<file path="src/rtl/mc_retire_monitor.sv">
// Retirement monitor for the multicycle core: per-instruction cycle/writeback trace, event counters, hang watchdog.
// Retire record and counters update on the fetch edge (1 cycle); a full trace FIFO with no pop drops the record and sets overflow.
module mc_retire_monitor #(
    parameter int                 XLEN        = 32,
    parameter int                 STATE_W     = 4,
    parameter logic [STATE_W-1:0] FETCH_STATE = '0,
    parameter int                 TRACE_DEPTH = 8,
    parameter int                 CNT_W       = 32,
    parameter int                 WDT_LIMIT   = 16
) (
    input  logic               clk,
    input  logic               reset,
    input  logic [STATE_W-1:0] ctrl_state,
    input  logic               ir_write,
    input  logic               pc_write,
    input  logic [XLEN-1:0]    pc,
    input  logic [XLEN-1:0]    instr,
    input  logic               reg_write,
    input  logic [XLEN-1:0]    wb_data,
    output logic               retire_valid,
    output logic [7:0]         retire_cycles,
    output logic               trace_valid,
    input  logic               trace_ready,
    output logic [XLEN-1:0]    trace_pc,
    output logic [XLEN-1:0]    trace_instr,
    output logic [4:0]         trace_rd,
    output logic               trace_wb_valid,
    output logic [XLEN-1:0]    trace_wdata,
    output logic [7:0]         trace_cycles,
    output logic [CNT_W-1:0]   instr_count,
    output logic [CNT_W-1:0]   cycle_count,
    output logic [CNT_W-1:0]   load_count,
    output logic [CNT_W-1:0]   store_count,
    output logic [CNT_W-1:0]   branch_count,
    output logic [CNT_W-1:0]   drop_count,
    output logic               overflow,
    output logic               hang
);
    localparam int PTR_W = $clog2(TRACE_DEPTH);
    localparam int WDT_W = $clog2(WDT_LIMIT + 2);

    localparam logic [1:0] S_IDLE = 2'd0;
    localparam logic [1:0] S_RUN  = 2'd1;
    localparam logic [1:0] S_HUNG = 2'd2;

    localparam logic [6:0] OP_LOAD   = 7'b0000011;
    localparam logic [6:0] OP_STORE  = 7'b0100011;
    localparam logic [6:0] OP_BRANCH = 7'b1100011;

    localparam logic [CNT_W-1:0] CNT_ONE       = {{(CNT_W-1){1'b0}}, 1'b1};
    localparam logic [WDT_W-1:0] WDT_EXPIRE_AT = WDT_W'(WDT_LIMIT);
    localparam logic [WDT_W-1:0] WDT_ONE       = {{(WDT_W-1){1'b0}}, 1'b1};

    typedef struct packed {
        logic [XLEN-1:0] pc;
        logic [XLEN-1:0] instr;
        logic [4:0]      rd;
        logic            wb_vld;
        logic [XLEN-1:0] wdata;
        logic [7:0]      cycles;
    } trace_rec_t;

    logic [1:0]       state;
    logic [XLEN-1:0]  cur_pc;
    logic [XLEN-1:0]  wb_dat;
    logic [4:0]       wb_rd;
    logic             wb_seen;
    logic [7:0]       cyc;
    logic [WDT_W-1:0] wdt;
    logic [PTR_W:0]   wptr;
    logic [PTR_W:0]   rptr;
    trace_rec_t       mem [TRACE_DEPTH];
    trace_rec_t       rec;
    trace_rec_t       head;

    logic fetch_ev, retire, wdt_expire, fifo_full, pop, push, drop;

    // pc_write carries no information the monitor needs beyond ir_write.
    logic unused_pc_write;
    assign unused_pc_write = pc_write;

    assign fetch_ev   = ir_write && (ctrl_state == FETCH_STATE);
    assign retire     = (state == S_RUN) && fetch_ev;
    assign wdt_expire = (state == S_RUN) && !ir_write && (wdt == WDT_EXPIRE_AT);

    assign fifo_full   = (wptr[PTR_W] != rptr[PTR_W]) && (wptr[PTR_W-1:0] == rptr[PTR_W-1:0]);
    assign trace_valid = (wptr != rptr);
    assign pop         = trace_valid && trace_ready;
    assign push        = retire && (!fifo_full || pop);
    assign drop        = retire && fifo_full && !pop;

    // instr still holds the retiring instruction during the fetch cycle.
    always_comb begin
        rec        = '0;
        rec.pc     = cur_pc;
        rec.instr  = instr;
        rec.rd     = wb_rd;
        rec.wb_vld = wb_seen && (wb_rd != 5'd0);
        rec.wdata  = wb_dat;
        rec.cycles = cyc;
    end

    assign head           = trace_valid ? mem[rptr[PTR_W-1:0]] : '0;
    assign trace_pc       = head.pc;
    assign trace_instr    = head.instr;
    assign trace_rd       = head.rd;
    assign trace_wb_valid = head.wb_vld;
    assign trace_wdata    = head.wdata;
    assign trace_cycles   = head.cycles;

    always_ff @(posedge clk) begin
        if (!reset && push) begin
            mem[wptr[PTR_W-1:0]] <= rec;
        end
    end

    always_ff @(posedge clk) begin
        if (reset) begin
            state         <= S_IDLE;
            cur_pc        <= '0;
            wb_dat        <= '0;
            wb_rd         <= '0;
            wb_seen       <= 1'b0;
            cyc           <= '0;
            wdt           <= '0;
            wptr          <= '0;
            rptr          <= '0;
            retire_valid  <= 1'b0;
            retire_cycles <= '0;
            instr_count   <= '0;
            cycle_count   <= '0;
            load_count    <= '0;
            store_count   <= '0;
            branch_count  <= '0;
            drop_count    <= '0;
            overflow      <= 1'b0;
            hang          <= 1'b0;
        end else begin
            cycle_count   <= cycle_count + CNT_ONE;
            retire_valid  <= retire;
            retire_cycles <= retire ? cyc : 8'd0;

            if (push) wptr <= wptr + 1'b1;
            if (pop)  rptr <= rptr + 1'b1;

            if (retire) begin
                instr_count <= instr_count + CNT_ONE;
                case (instr[6:0])
                    OP_LOAD:   load_count   <= load_count + CNT_ONE;
                    OP_STORE:  store_count  <= store_count + CNT_ONE;
                    OP_BRANCH: branch_count <= branch_count + CNT_ONE;
                    default:   ;
                endcase
            end
            if (drop) begin
                overflow   <= 1'b1;
                drop_count <= drop_count + CNT_ONE;
            end

            // Any ir_write kicks the watchdog, even outside FETCH.
            if (ir_write) begin
                wdt <= '0;
            end else if (state == S_RUN) begin
                wdt <= wdt + WDT_ONE;
            end

            case (state)
                S_IDLE: begin
                    if (fetch_ev) begin
                        state   <= S_RUN;
                        cur_pc  <= pc;
                        cyc     <= 8'd1;
                        wb_seen <= 1'b0;
                    end
                end
                S_RUN: begin
                    if (fetch_ev) begin
                        cur_pc  <= pc;
                        cyc     <= 8'd1;
                        wb_seen <= 1'b0;
                    end else begin
                        if (cyc != 8'hFF) cyc <= cyc + 8'd1;
                        if (reg_write) begin
                            wb_rd   <= instr[11:7];
                            wb_dat  <= wb_data;
                            wb_seen <= 1'b1;
                        end
                        if (wdt_expire) begin
                            state <= S_HUNG;
                            hang  <= 1'b1;
                        end
                    end
                end
                default: ;
            endcase
        end
    end
endmodule

</file>
<file path="config.mk">
export PLATFORM = sky130hd
export DESIGN_NAME = mc_retire_monitor
export DESIGN_NICKNAME = d
export VERILOG_FILES = /design/src/rtl/mc_retire_monitor.sv
export SDC_FILE = /design/constraint.sdc
export NUM_CORES = 1
export LEC_CHECK = 0
export CORE_MARGIN = 3
export CORE_UTILIZATION = 45
export CTS_BUF_LIST = sky130_fd_sc_hd__clkbuf_4 sky130_fd_sc_hd__clkbuf_8
export CTS_CLUSTER_SIZE = 12
export DETAILED_ROUTE_END_ITERATION = 10
export GPL_ROUTABILITY_DRIVEN = 0
export HOLD_SLACK_MARGIN = 0.15
export PLACE_DENSITY = 0.75
export SLEW_MARGIN = 20
export SYNTH_ARGS = -nofsm -noshare
export SYNTH_HDL_FRONTEND = slang
export SYNTH_SLANG_ARGS = --single-unit
</file>
<file path="constraint.sdc">
create_clock -name clk -period 22.7 [get_ports clk]
set_input_delay 4.54 -clock clk [delete_from_list [all_inputs] [get_ports clk]]
set_output_delay 4.54 -clock clk [all_outputs]
set_load 0.005 [all_outputs]
</file>
; ---- Word level (Yosys, flattened, before mapping)
; Memories as Yosys holds them, arrays and structs flattened. A register that Yosys moved wholly into a read port is not among the register bits.
; Index checks and enable logic that the tools add are counted.
[word_totals]
register_bits = 296
latch_bits = 0
ram_bits = 880
romBits = 0
mem_count = 1
[classes]
add_sub_neg = 10
mul = 0
n_div = 0
n_lt_le_gt_ge = 0
n_eq_ne = 14
shifts = 0
mux = 17
n_bitwise = 2
n_reduce_logical = 32
[mem_list]
columns = memory, words, width, rd, rd_clocked_by_memory_dff, write_ports, line_no
row1 = mem, 8, 110, 1, 1, 1, 72  ; trace_rec_t mem [TRACE_DEPTH];
[op_table]
columns = operator, count
row1 = $add A32 B1 Y32 const B, 6
row2 = $mux W110, 1
row3 = $mux W8, 3
row4 = $pmux W8 S2, 1
row5 = $reduce_and A3 Y1, 4
row6 = $logic_and A1 B1 Y1, 11
row7 = $add A4 B1 Y4 const B, 2
row8 = $add A8 B1 Y8 const B, 1
row9 = $ne A8 B8 Y1 const B, 1
row10 = $reduce_and A2 Y1, 4
row11 = $eq A7 B2 Y1 const B, 1
row12 = $eq A7 B6 Y1 const B, 1
row13 = $eq A7 B7 Y1 const B, 1
row14 = $mux W2, 3
row15 = $mux W3, 2
row16 = $ne A2 B2 Y1 const B, 3
row17 = $reduce_or A2 Y1, 3
row18 = $add A5 B1 Y5 const B, 1
row19 = $eq A5 B5 Y1 const B, 1
row20 = $mux W1, 5
row21 = $reduce_bool A5 Y1, 1
row22 = $logic_not A1 Y1, 4
row23 = $logic_not A4 Y1, 1
row24 = $ne A4 B4 Y1, 1
row25 = other kinds (12), 13

; ---- Depth between registers and ports, before layout
[logic_depth]
depth_word = 8
ltp_mapped = 9
depth_no_buf = 6

; ---- Least setup slack after synthesis
; Ideal clock, no wire load.
[synth_timing]
path_type = input port to flip-flop
start = input ctrl_state[1]
end = memory mem[1][0] (netlist bit), enable pin
arrival_time_ps = 13348
required_time_ps = 21987
slack_ps = 8639
cell_stages = 6
n_path_buf = 1
path_cell_list = nor4_4 > nand2_1 > clkbuf_1 > nor2_1 > nand3_1 > nor3_1
[synth_via]
elab_chain_len = 7
[synth_rtl]
columns = item, line_no
row1 = start: declaration, 13  ; input logic [STATE_W-1:0] ctrl_state,
row2 = $logic_not A4 Y1, 82  ; assign fetch_ev = ir_write && (ctrl_state == FETCH_STATE);
row3 = $logic_and A1 B1 Y1, 82
row4 = $logic_and A1 B1 Y1, 83  ; assign retire = (state == S_RUN) && fetch_ev;
row5 = $logic_and A1 B1 Y1, 89  ; assign push = retire && (!fifo_full || pop);
row6 = $logic_and A1 B1 Y1, 112  ; if (!reset && push) begin
row7 = $mux W1, 112
row8 = $mux W1 (not written as such), 113  ; mem[wptr[PTR_W-1:0]] <= rec;
row9 = end: declaration, 72
; No other way between the ends.

==> flow_metrics.tcl <==
set metrics [dict create \
    ys_dominant_reg_cell "sky130_fd_sc_hd__edfxtp_1" \
    r2r_slack_ns 18.98 \
    p_switching_w 0.000857 \
    count_of_input_and_output_buffers 418 \
    num_rows 116 \
    netlist_area_um2 46200 \
    critical_path.max_fanout 45 \
    grt_overflow 0 \
    root_buffer "sky130_fd_sc_hd__clkbuf_8" \
    routed_wire_length_per_instance_um 22.2 \
    drt_first_iter_violations 2016 \
    cts_inserted_buffers 186 \
    number_of_enable_flip_flop_cells_after_synthesis 880 \
    min-delay-start "hang" \
    gr_usage_total_pct 20.7 \
    clkSlewWorstSetupHoldPaths_ns 0.06 \
    post_synth.cell_area_avg_um2 15.5 \
    clock_insertion_delay_worst_skew_ns 0.83 \
    floorplan.die_area_um2 107000 \
    postSynthNetCount 3097 \
    clock_power_share_pct 44.0 \
    reg2reg_from "state[1]" \
    drt-total-wl_um 111000 \
    layout-drive-gt1-share_pct 16.8 \
    clock_sinks 1179 \
    dp_hpwl_um 62900 \
    sequentialPowerShare_pct 54.9 \
    timing.critical_path.mode_cell "sky130_fd_sc_hd__buf_4" \
    run_status "complete, no violations" \
    tritoncts "built" \
    post-synth-top-area-cell "sky130_fd_sc_hd__edfxtp_1" \
    worst_clock_skew_ns 0.0377 \
    max_cap_viol_count 0 \
    path_delay_family "buffers and inverters" \
    finalMaxSlewViolations 0 \
    worst_path_max_delay_cell "sky130_fd_sc_hd__dfxtp_4" \
    post-route-min-period_ns 9.57 \
    worst_ep_required_time_ns 18.16 \
    dr_total_vias 27603 \
    max_clock_freq_mhz 104 \
    timing.critical_path.from_type "flop" \
    power.ir.vdd_worst_mv 0.0473 \
    layout_overhead_on_the_synthesized_area_pct 20.9 \
    largest_net_degree_at_the_start_of_global_routing 111 \
    timing.final.hold_violations 0 \
    slew_headroom_pct 24.6 \
    p_per_area_nw_per_um2 75.1 \
    final.period_utilization_pct 42.2 \
    commonest_non_fill_non_tap_cell_in_the_layout "sky130_fd_sc_hd__edfxtp_1" \
    cts-hold-fix-buffers 0 \
    final_cell_count_no_fill 4986 \
    finalCoreUtilization_pct 55.3 \
    cts_post_setup_buffers_inserted 0 \
    setup-tns-final_ns 0 \
    design.portCount 420 \
    initial_antenna_violation_count 2 \
    grt_setup_unrepaired "false" \
    remaining_drc_errors 0 \
    synth_area_leaders "sky130_fd_sc_hd__edfxtp_1 57%, sky130_fd_sc_hd__dfxtp_1 13%, sky130_fd_sc_hd__mux4_2 11%" \
    final_setup_violating_endpoints 0 \
    crit_buf_inv 4 \
    timing.hold.worst.class "flop to flop" \
    grt_first_pass_wirelength_um 169000 \
    dp_slack_ns 13.54 \
    viasPerCell 5.54 \
    grt_pass1_vias 28055 \
    num-nets-final 3588 \
    die-height_um 326 \
    post_cts_resized 0 \
    yosysSeqAreaShare_pct 70.1 \
    dp_cells 4638 \
    chipWidth_um 326 \
    mostFrequentLayoutCells "880 x sky130_fd_sc_hd__edfxtp_1, 417 x sky130_fd_sc_hd__clkdlybuf4s50_1, 296 x sky130_fd_sc_hd__dfxtp_1" \
    h-tree-depth 4 \
    netlist-cell-type-count 50 \
    synth_seq_cells 1179 \
    crit_path_arrival_time_ns 5.03 \
    syn_inst 2980 \
    async_flop_share_pct 0 \
    synth_top_cell_area_share_pct 57.2 \
    design.core.area_um2 101000 \
    final.fill_count 7988 \
    detail-route-antenna-nets 0 \
    clock_path_buffers 3 \
    max_stage_delay_ns 0.90 \
    cell_internal_pwr_w 0.00334 \
    number_of_warnings_issued_by_yosys 0 \
    first_pass_iters 8 \
    leakagePower_nw 17.3 \
    path_cells "buf_4, buf_4, buf_12, mux4_2, mux2i_1, nor2_1, clkdlybuf4s50_1" \
    starting_density_pct 45.7 \
    setup.worst_path.end_class "output port" \
    final_critical_path_setup_slack_ns 13.13 \
    switching_part_of_the_total_power_pct 20.4 \
    crit_type "flop to output port" \
    share_of_power_burned_in_combinational_logic_pct 1.2 \
    timing_worst_slew_pin_value_ns 1.13 \
]
-- registers in the layout (all words and copies together), names as in the netlist, 2 cells and up, named ones only --
name and flops:
cur_pc 32, branch_count 32, drop_count 32, store_count 32, load_count 32, instr_count 32, wptr 4, state 2
wb_dat 32, cyc 8, retire_cycles 8, mem 880, wdt 5, rptr 4, wb_rd 5, cycle_count 32
-- logic make-up after synthesis --
kind of cell,count (synthesis),synth area share [%]
compound gates,255,2.97
xor+xnor,117,2.22
fa+ha+maj,11,0.298
buf+inv,191,1.58
flops,1179,70.1
mux,339,13.3
simple gates,888,9.48
-- area by class of cell --
cell class | count | area (um^2) | share of cell area, %
Sequential cell | 1179 | 32400 | 58.1
Multi-Input combinational cell | 1610 | 13100 | 23.5
Timing Repair Buffer | 459 | 4550 | 8.15
Clock buffer | 287 | 3450 | 6.18
Tap cell | 1357 | 1700 | 3.04
Clock inverter | 56 | 454 | 0.813
Inverter | 35 | 131 | 0.235
Antenna cell | 3 | 7.51 | 0.0134
-- synthesized netlist by cell type (24+ instances only) --
cell	n
sky130_fd_sc_hd__xor2_1	49
sky130_fd_sc_hd__nand3_1	89
sky130_fd_sc_hd__edfxtp_1	880
sky130_fd_sc_hd__mux4_2	220
sky130_fd_sc_hd__mux2i_1	115
sky130_fd_sc_hd__xnor2_1	68
sky130_fd_sc_hd__nor3_1	43
sky130_fd_sc_hd__a21oi_1	160
sky130_fd_sc_hd__nand2_1	216
sky130_fd_sc_hd__inv_1	35
sky130_fd_sc_hd__or3_1	51
sky130_fd_sc_hd__or4_1	24
sky130_fd_sc_hd__buf_1	34
sky130_fd_sc_hd__dfxtp_1	299
sky130_fd_sc_hd__o21ai_0	61
sky130_fd_sc_hd__nand4_1	62
sky130_fd_sc_hd__nor4_1	49
sky130_fd_sc_hd__nor2_1	256
sky130_fd_sc_hd__clkbuf_1	118
-- worst min-delay path, stage by stage, from the launching register on --
cell	delay (ns)
sky130_fd_sc_hd__dfxtp_1	0.31
sky130_fd_sc_hd__inv_1	0.05
sky130_fd_sc_hd__a21oi_1	0.05
-- power by group through the flow --
stage,combinational [W],clock [W],sequential (W)
after detailed placement,0.0000484,0,0.00235
after CTS,0.0000487,0.00189,0.00230
after floorplan,0.0000144,0,0.00235
final,0.0000484,0.00185,0.00230
after global routing,0.0000521,0.00199,0.00230
after global placement,0.0000479,0,0.00235
-- per-stage QoR --
step	power (W)	hold WS [ns]	cell area [um^2]
after global placement	0.00239	0.441	51900
after CTS	0.00424	0.453	55800
final	0.00420	0.448	55800
after floorplan	0.00236	0.442	46200
after global routing	0.00434	0.487	55800
after detailed placement	0.00240	0.441	51900
-- final timing paths --
kind                      end  cells after the start
setup / recovery  trace_pc[0]                      7
hold / removal           hang                      2
setup reg to reg   mem[4][70]                      7
hold reg to reg          hang                      2
-- per-layer routing --
layer / track usage, % / vias up / share of wire (%)
met5: 0 / - / 0.018
met3: 6.30 / 140 / 8.7
met4: 5.66 / 2 / 1.7
met2: 32.9 / 964 / 48
li1: - / 12526 / -
met1: 27.7 / 13971 / 41
Power figures use the tool's default switching activity.
